## config.mk

```make
export PLATFORM = sky130hd
export DESIGN_NAME = game_tick_sched
export DESIGN_NICKNAME = d
export VERILOG_FILES = /design/src/rtl/game_pkg.sv /design/src/rtl/tick_prescaler.sv /design/src/rtl/game_tick_sched.sv
export SDC_FILE = /design/constraint.sdc
export NUM_CORES = 1
export LEC_CHECK = 0
export CELL_PAD_IN_SITES_DETAIL_PLACEMENT = 0
export CELL_PAD_IN_SITES_GLOBAL_PLACEMENT = 1
export CORE_ASPECT_RATIO = 1.75
export CORE_UTILIZATION = 48
export CTS_BUF_LIST = sky130_fd_sc_hd__clkbuf_4
export CTS_CLUSTER_DIAMETER = 120
export CTS_CLUSTER_SIZE = 10
export DETAILED_ROUTE_END_ITERATION = 16
export PLACE_DENSITY_LB_ADDON = 0.1
export SYNTH_ARGS = -nofsm -noshare
export SYNTH_HDL_FRONTEND = slang
export SYNTH_HIERARCHICAL = 1
export SYNTH_SLANG_ARGS = --single-unit
export TNS_END_PERCENT = 10
```

## constraint.sdc

```tcl
create_clock -name clk -period 5.7 [get_ports clk]
set_input_delay 0.57 -clock clk [delete_from_list [all_inputs] [get_ports clk]]
set_output_delay 0.57 -clock clk [all_outputs]
set_load 0.02 [all_outputs]
```

## src/rtl/game_pkg.sv

```systemverilog
// Shared types and constants for the game tick scheduler.
//   game_state_t     : top-level game FSM state (IDLE/RUN/PAUSED/OVER)
//   PIPE_DIV_DEFAULT : default number of bird ticks per pipe tick
//   PDIV_W           : width of the pipe divider (PIPE_DIV legal range 1..15)
package game_pkg;

    typedef enum logic [1:0] {
        IDLE   = 2'd0,
        RUN    = 2'd1,
        PAUSED = 2'd2,
        OVER   = 2'd3
    } game_state_t;

    localparam int unsigned PIPE_DIV_DEFAULT = 2;
    localparam int unsigned PDIV_W           = 4;

endpackage

```

## src/rtl/tick_prescaler.sv

```systemverilog
// Free-running prescaler for the bird tick.
// Ports:
//   clk, reset : clock, asynchronous active-low reset
//   enable     : advance the count this cycle
//   clear      : force the count to zero (wins over enable)
//   wrap_c     : combinational, high on the enabled cycle where the count rolls over
module tick_prescaler #(
    parameter int unsigned W = 10
) (
    input  logic clk,
    input  logic reset,
    input  logic enable,
    input  logic clear,
    output logic wrap_c
);

    logic [W-1:0] cnt;

    // Count register; natural binary rollover gives the 2**W period.
    always_ff @(posedge clk or negedge reset) begin
        if (!reset) begin
            cnt <= '0;
        end else if (clear) begin
            cnt <= '0;
        end else if (enable) begin
            cnt <= cnt + W'(1);
        end
    end

    assign wrap_c = enable && (cnt == {W{1'b1}});

endmodule

```

## src/rtl/game_tick_sched.sv

```systemverilog
// Game tick scheduler: game FSM, bird/pipe tick generation and flap handling.
// Ports:
//   clk, reset  : clock, asynchronous active-low reset
//   start       : pulse, IDLE->RUN or OVER->IDLE
//   pause       : level, freezes the game
//   flap_req    : pulse, player flap request
//   collide     : level, collision from playfield
//   step        : pulse, single tick while paused (only with GAME_TICK_SCHED_STEP_EN)
//   state       : current game state
//   bird_tick   : one-cycle pulse, move the bird
//   pipe_tick   : one-cycle pulse, shift the pipes
//   bird_up     : direction with bird_tick (1 = flap)
//   flap_ack    : pulse with a bird_tick that consumed a flap
// Optional feature macro: GAME_TICK_SCHED_STEP_EN
module game_tick_sched
    import game_pkg::*;
#(
    parameter int unsigned TICK_W   = 10,
    parameter int unsigned PIPE_DIV = PIPE_DIV_DEFAULT
) (
    input  logic        clk,
    input  logic        reset,
    input  logic        start,
    input  logic        pause,
    input  logic        flap_req,
    input  logic        collide,
`ifdef GAME_TICK_SCHED_STEP_EN
    input  logic        step,
`endif
    output game_state_t state,
    output logic        bird_tick,
    output logic        pipe_tick,
    output logic        bird_up,
    output logic        flap_ack
);

    game_state_t       next_state;
    logic              run_stay_c;
    logic              presc_clear_c;
    logic              wrap_c;
    logic              step_tick_c;
    logic              tick_gen_c;
    logic              flap_take_c;
    logic              game_clear_c;
    logic [PDIV_W-1:0] pdiv;
    logic              pending;

    // Next-state logic; collide outranks pause in RUN, and is ignored in PAUSED.
    always_comb begin
        next_state = state;
        case (state)
            IDLE:    if (start) next_state = RUN;
            RUN: begin
                if (collide)    next_state = OVER;
                else if (pause) next_state = PAUSED;
            end
            PAUSED:  if (!pause) next_state = RUN;
            OVER:    if (start) next_state = IDLE;
            default: next_state = IDLE;
        endcase
    end

    // Prescaler only advances on cycles that stay in RUN; it is zero outside a game.
    assign run_stay_c    = (state == RUN) && (next_state == RUN);
    assign presc_clear_c = (next_state == IDLE) || (next_state == OVER);

    tick_prescaler #(
        .W (TICK_W)
    ) u_presc (
        .clk    (clk),
        .reset  (reset),
        .enable (run_stay_c),
        .clear  (presc_clear_c),
        .wrap_c (wrap_c)
    );

`ifdef GAME_TICK_SCHED_STEP_EN
    assign step_tick_c = (state == PAUSED) && step;
`else
    assign step_tick_c = 1'b0;
`endif

    assign tick_gen_c   = wrap_c || step_tick_c;
    assign flap_take_c  = pending || flap_req;
    assign game_clear_c = (state == IDLE) || ((state == OVER) && start);

    // State, divider, pending flap and registered output pulses.
    always_ff @(posedge clk or negedge reset) begin
        if (!reset) begin
            state     <= IDLE;
            pdiv      <= '0;
            pending   <= 1'b0;
            bird_tick <= 1'b0;
            pipe_tick <= 1'b0;
            bird_up   <= 1'b0;
            flap_ack  <= 1'b0;
        end else begin
            state     <= next_state;
            bird_tick <= tick_gen_c;
            bird_up   <= tick_gen_c && flap_take_c;
            flap_ack  <= tick_gen_c && flap_take_c;
            pipe_tick <= 1'b0;
            if (game_clear_c) begin
                pdiv    <= '0;
                pending <= 1'b0;
            end else if (tick_gen_c) begin
                pending <= 1'b0;
                if (pdiv == PDIV_W'(PIPE_DIV - 1)) begin
                    pdiv      <= '0;
                    pipe_tick <= 1'b1;
                end else begin
                    pdiv <= pdiv + PDIV_W'(1);
                end
            end else if (flap_req && ((state == RUN) || (state == PAUSED))) begin
                pending <= 1'b1;
            end
        end
    end

endmodule

```

Word-level counts from Yosys, hierarchy flattened
Index checks and enable logic that the tools add are counted.
- flip-flop bits (word level): 20
- output and inout bits: 6
- logic and storage cells: 47
- $add $sub $neg: 2
- equality and inequality tests: 7
- multiplexer cells: 17
- reductions and logical operators: 14
- operators by type and width (operator ; number):
    2-to-1 mux 10 bit ; 2
    2-to-1 mux 4 bit ; 3
    adder 10 x 1 -> 10 bit (second input constant) ; 1
    == test 10 bit (second input constant) ; 1
    2-to-1 mux 2 bit ; 5
    one-hot mux 2 bit (4 select lines) ; 1
    == test 2 bit (second input constant) ; 3
    2-to-1 mux 1 bit ; 6
    logical AND 1 bit ; 5
    adder 4 x 1 -> 4 bit (second input constant) ; 1
    == test 2 x 1 -> 1 bit (second input constant) ; 2
    == test 4 x 1 -> 1 bit (second input constant) ; 1
    zero test 2 bit ; 2
    logical OR 1 bit ; 4
    nonzero test 2 bit ; 2
    nonzero test 3 bit ; 1

Depth between registers and ports, before layout
Gate-level depths: netlist of run 1.
- depth in word-level cells: 8
- mapped depth: 13

Modules after synthesis
Netlist of run 1, hierarchy kept.
- modules (own cells, without submodules) (module ; times used ; cells an instance ; area an instance (um^2) ; sequential area each (um^2)):
    game_tick_sched ; 1 ; 59 ; 594.3 ; 250.2
    tick_prescaler ; 1 ; 50 ; 509.2 ; 250.2

Worst setup path after synthesis of run 1
Ideal clock, no wire load.
- kind: flip-flop to flip-flop
- start point: register state[0]
- end point: register pdiv[1]
- setup time: 123 ps
- arrival time: 2833 ps
- required time: 5577 ps
- slack: 2744 ps
- cell stages (with the launch flop): 14
- cells stage by stage: dfrtp_1 inv_1 ha_1 a21oi_1 o22ai_1 a21oi_1 ha_1 and2_1 buf_2 nand2_1 nor4_1 inv_1 a22oi_2 nor2_1
- longest elaborated chain between the ends: 7
- elaborated cells between the ends (all ways): 17
- classes of those cells: eq/ne: 4; mux: 7; reduce/logical: 6
- ends and longest elaborated chain (element ; RTL line ; text):
    from (decl) ; game_tick_sched.sv:30 ; output game_state_t state,
    from (signal assigned) ; game_tick_sched.sv:98 ; state <= next_state;
    2-to-1 mux 2 bit ; game_tick_sched.sv:55 ; else if (pause) next_state = PAUSED;
    2-to-1 mux 2 bit ; game_tick_sched.sv:54 ; if (collide) next_state = OVER;
    one-hot mux 2 bit (4 select lines) ; game_tick_sched.sv:51 ; case (state)
    == test 2 x 1 -> 1 bit ; game_tick_sched.sv:64 ; assign run_stay_c = (state == RUN) && (next_state == RUN);
    logical AND 1 bit * ; game_tick_sched.sv:64 ;
    via run_stay_c ; game_tick_sched.sv:38 ; logic run_stay_c;
    logical AND 1 bit * ; tick_prescaler.sv:30 ; assign wrap_c = enable && (cnt == {W{1'b1}});
    via tick_gen_c ; game_tick_sched.sv:42 ; logic tick_gen_c;
    nonzero test 2 bit (no source line) * ; n/a ;
    to (signal assigned) ; game_tick_sched.sv:112 ; pdiv <= pdiv + PDIV_W'(1);
    to (decl) ; game_tick_sched.sv:45 ; logic [PDIV_W-1:0] pdiv;
Mark *: on every way through the listed nets, which the timed path passes. The rest lies on a longest branch.
A chain may end at the register's enable or synchronous reset.

Final worst setup path of run 1
Ends and elaborated chain as after synthesis.

==> results of run 1 <==
==> critical path: stages (launching register included) <==
cell	delay, ns
dfrtp_1	0.47
inv_1	0.12
ha_1	0.28
nor2_1	0.11
o22ai_1	0.10
a21oi_1	0.18
ha_1	0.15
and2_1	0.25
nand2_1	0.19
nor4_1	0.87
inv_1	0.26
a22oi_2	0.25
nor2_1	0.05
==> synth_stat cells, drive strengths merged <==
library cell	instances	share of area, %
nand3	2	1.4
dfrtp	20	45
buf	3	2.2
nor2b	3	1.7
inv	7	2.4
mux2i	1	0.91
a21oi	10	4.5
o22ai	1	0.57
and2	1	0.57
nor4	1	0.57
nand4	3	1.7
o2111ai	1	0.79
nand3b	1	0.68
o31ai	4	2.7
xnor2	1	0.79
or3b	1	1.0
a21boi	1	0.68
xor2	4	3.2
o21ai	4	1.8
a32oi	1	0.79
or4	4	2.7
and3b	1	0.91
a22oi	1	1.1
nor3	2	1.4
nand2	3	1.0
or3	1	0.68
clkbuf	1	0.34
nor2	12	4.1
o211ai	2	1.4
nand2b	1	0.57
a21o	2	1.4
ha	9	10
==> power groups by stage <==
stage / logic (mW) / registers [mW] / clock network [mW]
6_report: 0.175 / 0.168 / 0.0656
5_1_grt: 0.200 / 0.171 / 0.0718
4_1_cts: 0.178 / 0.169 / 0.0669
3_5_place_dp: 0.177 / 0.172 / 0
3_3_place_gp: 0.177 / 0.171 / 0
2_1_floorplan: 0.124 / 0.176 / 0
==> routing by layer <==
metal / vias to the layer above / track usage [%] / wire length, um
met4: 0 / 12.9 / 53
met2: 14 / 33.3 / 1150
met3: 6 / 4.39 / 70
met1: 401 / 19.8 / 791
met5: - / 0 / 0
li1: 407 / - / -
==> cells by family (layout without fill, tap and decap cells) <==
| group | Yosys count | after routing | share of synthesized area [%] |
|---|---|---|---|
| AO/OA/AOI/OAI | 27 | 27 | 15.8 |
| XOR/XNOR | 5 | 5 | 3.97 |
| adder cells (fa/ha/maj) | 9 | 9 | 10.2 |
| buffers and inverters | 11 | 21 | 4.88 |
| flip-flops | 20 | 20 | 45.4 |
| multiplexers | 1 | 1 | 0.907 |
| AND/OR/NAND/NOR | 36 | 36 | 18.9 |
==> per-stage QoR <==
| stage | total power, mW | util [%] | setup WS [ns] |
|---|---|---|---|
| 2_1_floorplan | 0.300 | - | 2.74 |
| 3_3_place_gp | 0.349 | 57.4 | 2.19 |
| 3_5_place_dp | 0.349 | 57.4 | 2.07 |
| 4_1_cts | 0.414 | 58.4 | 2.28 |
| 5_1_grt | 0.443 | 58.4 | 1.93 |
| 6_report | 0.409 | 58.4 | 2.32 |
==> state kept, by name, indices dropped and copies added (netlist names) <==
name         flops
pdiv             4
pipe_tick        1
bird_tick        1
pending          1
flap_ack         1
state            2
u_presc/cnt     10
==> final timing paths <==
| kind | start | to | slack (ns) |
|---|---|---|---|
| setup reg to reg | state[0]$_DFF_PN0_ | pdiv[1]$_DFFE_PN0N_ | 2.32 |
| max in group asynchronous | reset | pdiv[2]$_DFFE_PN0N_ | 4.40 |
| min in group asynchronous | reset | pdiv[0]$_DFFE_PN0N_ | 0.76 |
| setup / recovery | state[0]$_DFF_PN0_ | pdiv[1]$_DFFE_PN0N_ | 2.32 |
| hold / removal | pending$_DFFE_PN0P_ | flap_ack$_DFF_PN0_ | 0.52 |
| hold reg to reg | pending$_DFFE_PN0P_ | flap_ack$_DFF_PN0_ | 0.52 |
==> layout by cell type (no fill, tap or decap), types with 2 or more instances in the layout <==
cell             instances
a21o_1                   2
a21oi_1                 10
clkbuf_4                 3
clkdlybuf4s50_1         11
dfrtp_1                 20
ha_1                     9
inv_1                    7
nand2_1                  3
nand4_1                  3
nor2_1                  12
nor2b_1                  3
o211ai_1                 2
o21ai_0                  4
o31ai_1                  4
or4_1                    4
xor2_1                   4
==> area by class of cell <==
class                           instances  area [sq um]  share of cell area (%)
Tap cell                               24          30.0                    2.42
Inverter                                7          26.3                    2.12
Clock buffer                            3          22.5                    1.82
Timing Repair Buffer                   11           110                    8.89
Multi-Input combinational cell         78           549                    44.3
Sequential cell                        20           500                    40.4
==> results.ini, run 1 <==
[run]
drv_cap = 0

[logic_synthesis]
netlist_area_sq_um = 1100
synthCells = 109
ys_ff_latch = 20
ys.warnings.count = 6
ys_types = 36
yosysSeqAreaShare_pct = 45.4
syn-num-nets = 124
avgSynthCellArea_sq_um = 10.1

[clock_network]
cts_tree = yes
cts.sinks = 20
cts_max_path_buffers = 2
insertion_delay_ns = 0.30
cts_max_level = 1
clk_pin_slew_ns = 0.10
ctsHoldBuffers = 0
post_cts_buffers = 0
cts_resized = 0
clock_tree.root_cell = clkbuf_4
cts_buffers = 3

[global_routing]
grt_pass1_vias = 840
grt_pass1_wl_mm = 3.41
antenna_found_initial = 0
gr-total-overflow = 0
grt_start_max_net_pins = 21
grt_usage_pct = 19.5

[route]
finalWirelength_mm = 2.07
postRouteAntennaNets = 0
route.vias.total = 828
via_per_inst = 5.79
routedWlPerCell_um = 14.5
first_pass_iters = 3
drc = 0
dr.first_iter.drc_count = 12

[place]
dp.cells = 140
io_buffer_count = 11
place_area_sq_um = 1220
gp_congestion = 0.752
dp_hpwl_mm = 1.58

[sta]
tightest_slew_ns = 1.02
min_period_ns = 3.38
drv_slew = 0
fin_worst_skew_ns = 0.00337
timing_hold_violations_final = 0
min_period_over_period_pct = 59.3
fin_hold_ws_ns = 0.521
slew_headroom_pct = 31.6
setup_viol = 0
tns_ns = 0
rsz0062_at_grt = no
max_freq_ghz = 0.296

[pwr]
combPwrFrac_pct = 42.8
clockPowerShare_pct = 16.0
p_int_mw = 0.244
vdd_ir_drop_max_v = 0.000164
swShare_pct = 40.5
switchingPower_mw = 0.166
seqPwrFrac_pct = 41.2
leakage_nw = 0.527
powerDensity_nw_per_um2 = 330

[die]
fp.dieW_um = 38.2
rows = 22
ioPinCount = 12
die_y_um = 65.4
coreArea_sq_um = 2120
start_util_pct = 52.1
dieArea_sq_um = 2500

[cells_and_area]
nets = 136
diodes = 0
synthToLayoutAreaGrowth_pct = 12.2
fillCellCount = 189
fin_cells = 143
final_design_area_no_fill_sq_um = 1240
drive_gt1_share_pct = 7.56

[outcome]
status = finished clean

[critical_path]
r2r.worst_path.cells = 12
critPathLaunchType = register
crit_path_end_kind = register
critPathArrivalTime_ns = 3.57
criticalPathCategory = register to register
worstPathRequired_ns = 5.89
cp_max_fo = 8

[min_path]
holdPathStages = 2
hold_class = register to register

Note: power is estimated with default switching activity, not from simulation.
==> inputs of run 2 (changes only) <==
- CORE_UTILIZATION: 48 -> 45
- clock period: 5.7 -> 3.3 ns (I/O delays scaled with it)
==> run 2 against run 1 <==
  * Via count up 3.4%
  * Sequential share of layout area down 0.40 points
  * Register-to-register slack worse by 1.8 ns
  * Worst setup slack worse by 1.8 ns
  * Die area up 6.4%
  * Critical path depth up 1
  * Largest power group unchanged
==> results.ini, run 2 (synthesis gave the netlist of run 1 again) <==
[route]
postRouteAntennaNets = 0
routedWlPerCell_um = 15.2
drc = 0
finalWirelength_mm = 2.22
via_per_inst = 5.86
first_pass_iters = 4
dr.first_iter.drc_count = 19
route.vias.total = 856

[place]
gp_congestion = 0.765
place_area_sq_um = 1220
io_buffer_count = 11
dp_hpwl_mm = 1.62

[global_routing]
grt_usage_pct = 20.1
grt_start_max_net_pins = 21
antenna_found_initial = 0
grt_pass1_vias = 863
grt_pass1_wl_mm = 3.71
gr-total-overflow = 0

[critical_path]
critPathArrivalTime_ns = 3.01
cp_max_fo = 8
r2r_start = state[0]$_DFF_PN0_
rr_endpoint = pdiv[1]$_DFFE_PN0N_
r2r.worst_path.cells = 13
rrSetupSlack_ns = 0.48
worstPathRequired_ns = 3.49
critPathLaunchType = register
crit_end = pdiv[1]$_DFFE_PN0N_
criticalPathCategory = register to register
crit_path_end_kind = register
crit_path_start = state[0]$_DFF_PN0_

[pwr]
leakage_nw = 0.534
vdd_ir_drop_max_v = 0.000295
power_mw = 0.719
powerDensity_nw_per_um2 = 574

[sta]
min_period_over_period_pct = 85.6
tns_ns = 0
max_freq_ghz = 0.354
slew_headroom_pct = 40.8
rsz0062_at_grt = no
min_period_ns = 2.82
fin_worst_skew_ns = 0.00712
drv_slew = 0
timing_hold_violations_final = 0
tightest_slew_ns = 0.885
setup_viol = 0

[clock_network]
insertion_delay_ns = 0.30
clock_tree.root_cell = clkbuf_4
ctsHoldBuffers = 0
cts_resized = 0
cts_max_path_buffers = 2
cts_max_level = 1
cts.sinks = 20
post_cts_buffers = 0
cts_tree = yes
clk_pin_slew_ns = 0.10
cts_buffers = 3

[cells_and_area]
final_core_util_pct = 54.3
drive_gt1_share_pct = 8.26
largest_register_ffs = 10
nets = 137
layout_commonest_cell = dfrtp_1
final_cell_mix = 20 x dfrtp_1, 12 x nor2_1, 11 x clkdlybuf4s50_1
synthToLayoutAreaGrowth_pct = 13.4
diodes = 0
final_design_area_no_fill_sq_um = 1250
largest_registers = u_presc/cnt (10), pdiv (4), state (2)
regMostFlops = u_presc/cnt

[run]
drv_cap = 0

[die]
coreArea_sq_um = 2300
rows = 23
fp.dieW_um = 39.4
die_y_um = 67.5
start_util_pct = 47.9
ioPinCount = 12
dieArea_sq_um = 2660

[outcome]
status = finished clean

[min_path]
hold_class = register to register

[run 2: cell count changes in the layout (fill, tap and decap cells not counted)]
cell	before	now
buf_4	0	1
clkinv_1	0	1
[run 2: how the worst min path moves through the flow]
stage / startpoint / to / slack (ns) / cells past startpoint
5_1_grt: pending$_DFFE_PN0P_ / flap_ack$_DFF_PN0_ / 0.55 / 2
6_report: pending$_DFFE_PN0P_ / flap_ack$_DFF_PN0_ / 0.51 / 2
2_1_floorplan: reset / bird_tick$_DFF_PN0_ / 0.03 / 0
3_5_place_dp: pending$_DFFE_PN0P_ / flap_ack$_DFF_PN0_ / 0.49 / 2
3_3_place_gp: pending$_DFFE_PN0P_ / flap_ack$_DFF_PN0_ / 0.47 / 2
4_1_cts: pending$_DFFE_PN0P_ / flap_ack$_DFF_PN0_ / 0.52 / 2
[run 2: metal layers]
metal | GRT usage (%) | vias up | wire length [um]
met5 | 0 | - | 0
met4 | 9.05 | 0 | 35
met3 | 2.96 | 4 | 50
met2 | 35.0 | 13 | 1200
met1 | 22.7 | 429 | 931
li1 | - | 410 | -
[run 2: power by group]
group | total [mW] | switching, mW | internal [mW]
registers | 0.292 | 0.0271 | 0.265
clock network | 0.117 | 0.0733 | 0.0441
logic | 0.309 | 0.195 | 0.113
total | 0.719 | 0.296 | 0.423
[run 2: stage by stage]
stage / worst slack (ns) / instances / hold WS (ns)
6_report: 0.477 / 146 / 0.509
5_1_grt: 0.242 / 146 / 0.546
4_1_cts: 0.492 / 146 / 0.518
3_5_place_dp: 0.492 / 142 / 0.493
3_3_place_gp: 0.507 / 142 / 0.474
2_1_floorplan: 0.344 / 109 / 0.0344
[run 2: final cells by class]
| cell class | instances | area (sq um) |
|---|---|---|
| Inverter | 7 | 26.3 |
| Clock buffer | 3 | 22.5 |
| Tap cell | 25 | 31.3 |
| Timing Repair Buffer | 12 | 118 |
| Fill cell | 236 | 1050 |
| Sequential cell | 20 | 500 |
| Clock inverter | 1 | 3.75 |
| Multi-Input combinational cell | 78 | 549 |
[run 2: worst max-delay path, stage by stage (launching register included)]
cell and delay (ns):
dfrtp_1 0.48, inv_1 0.12, ha_1 0.28, nor2_1 0.11
o22ai_1 0.11, a21oi_1 0.18, ha_1 0.16, and2_1 0.26
nand2_1 0.21, nor4_1 0.26, buf_4 0.20, inv_1 0.10
a22oi_2 0.18, nor2_1 0.05
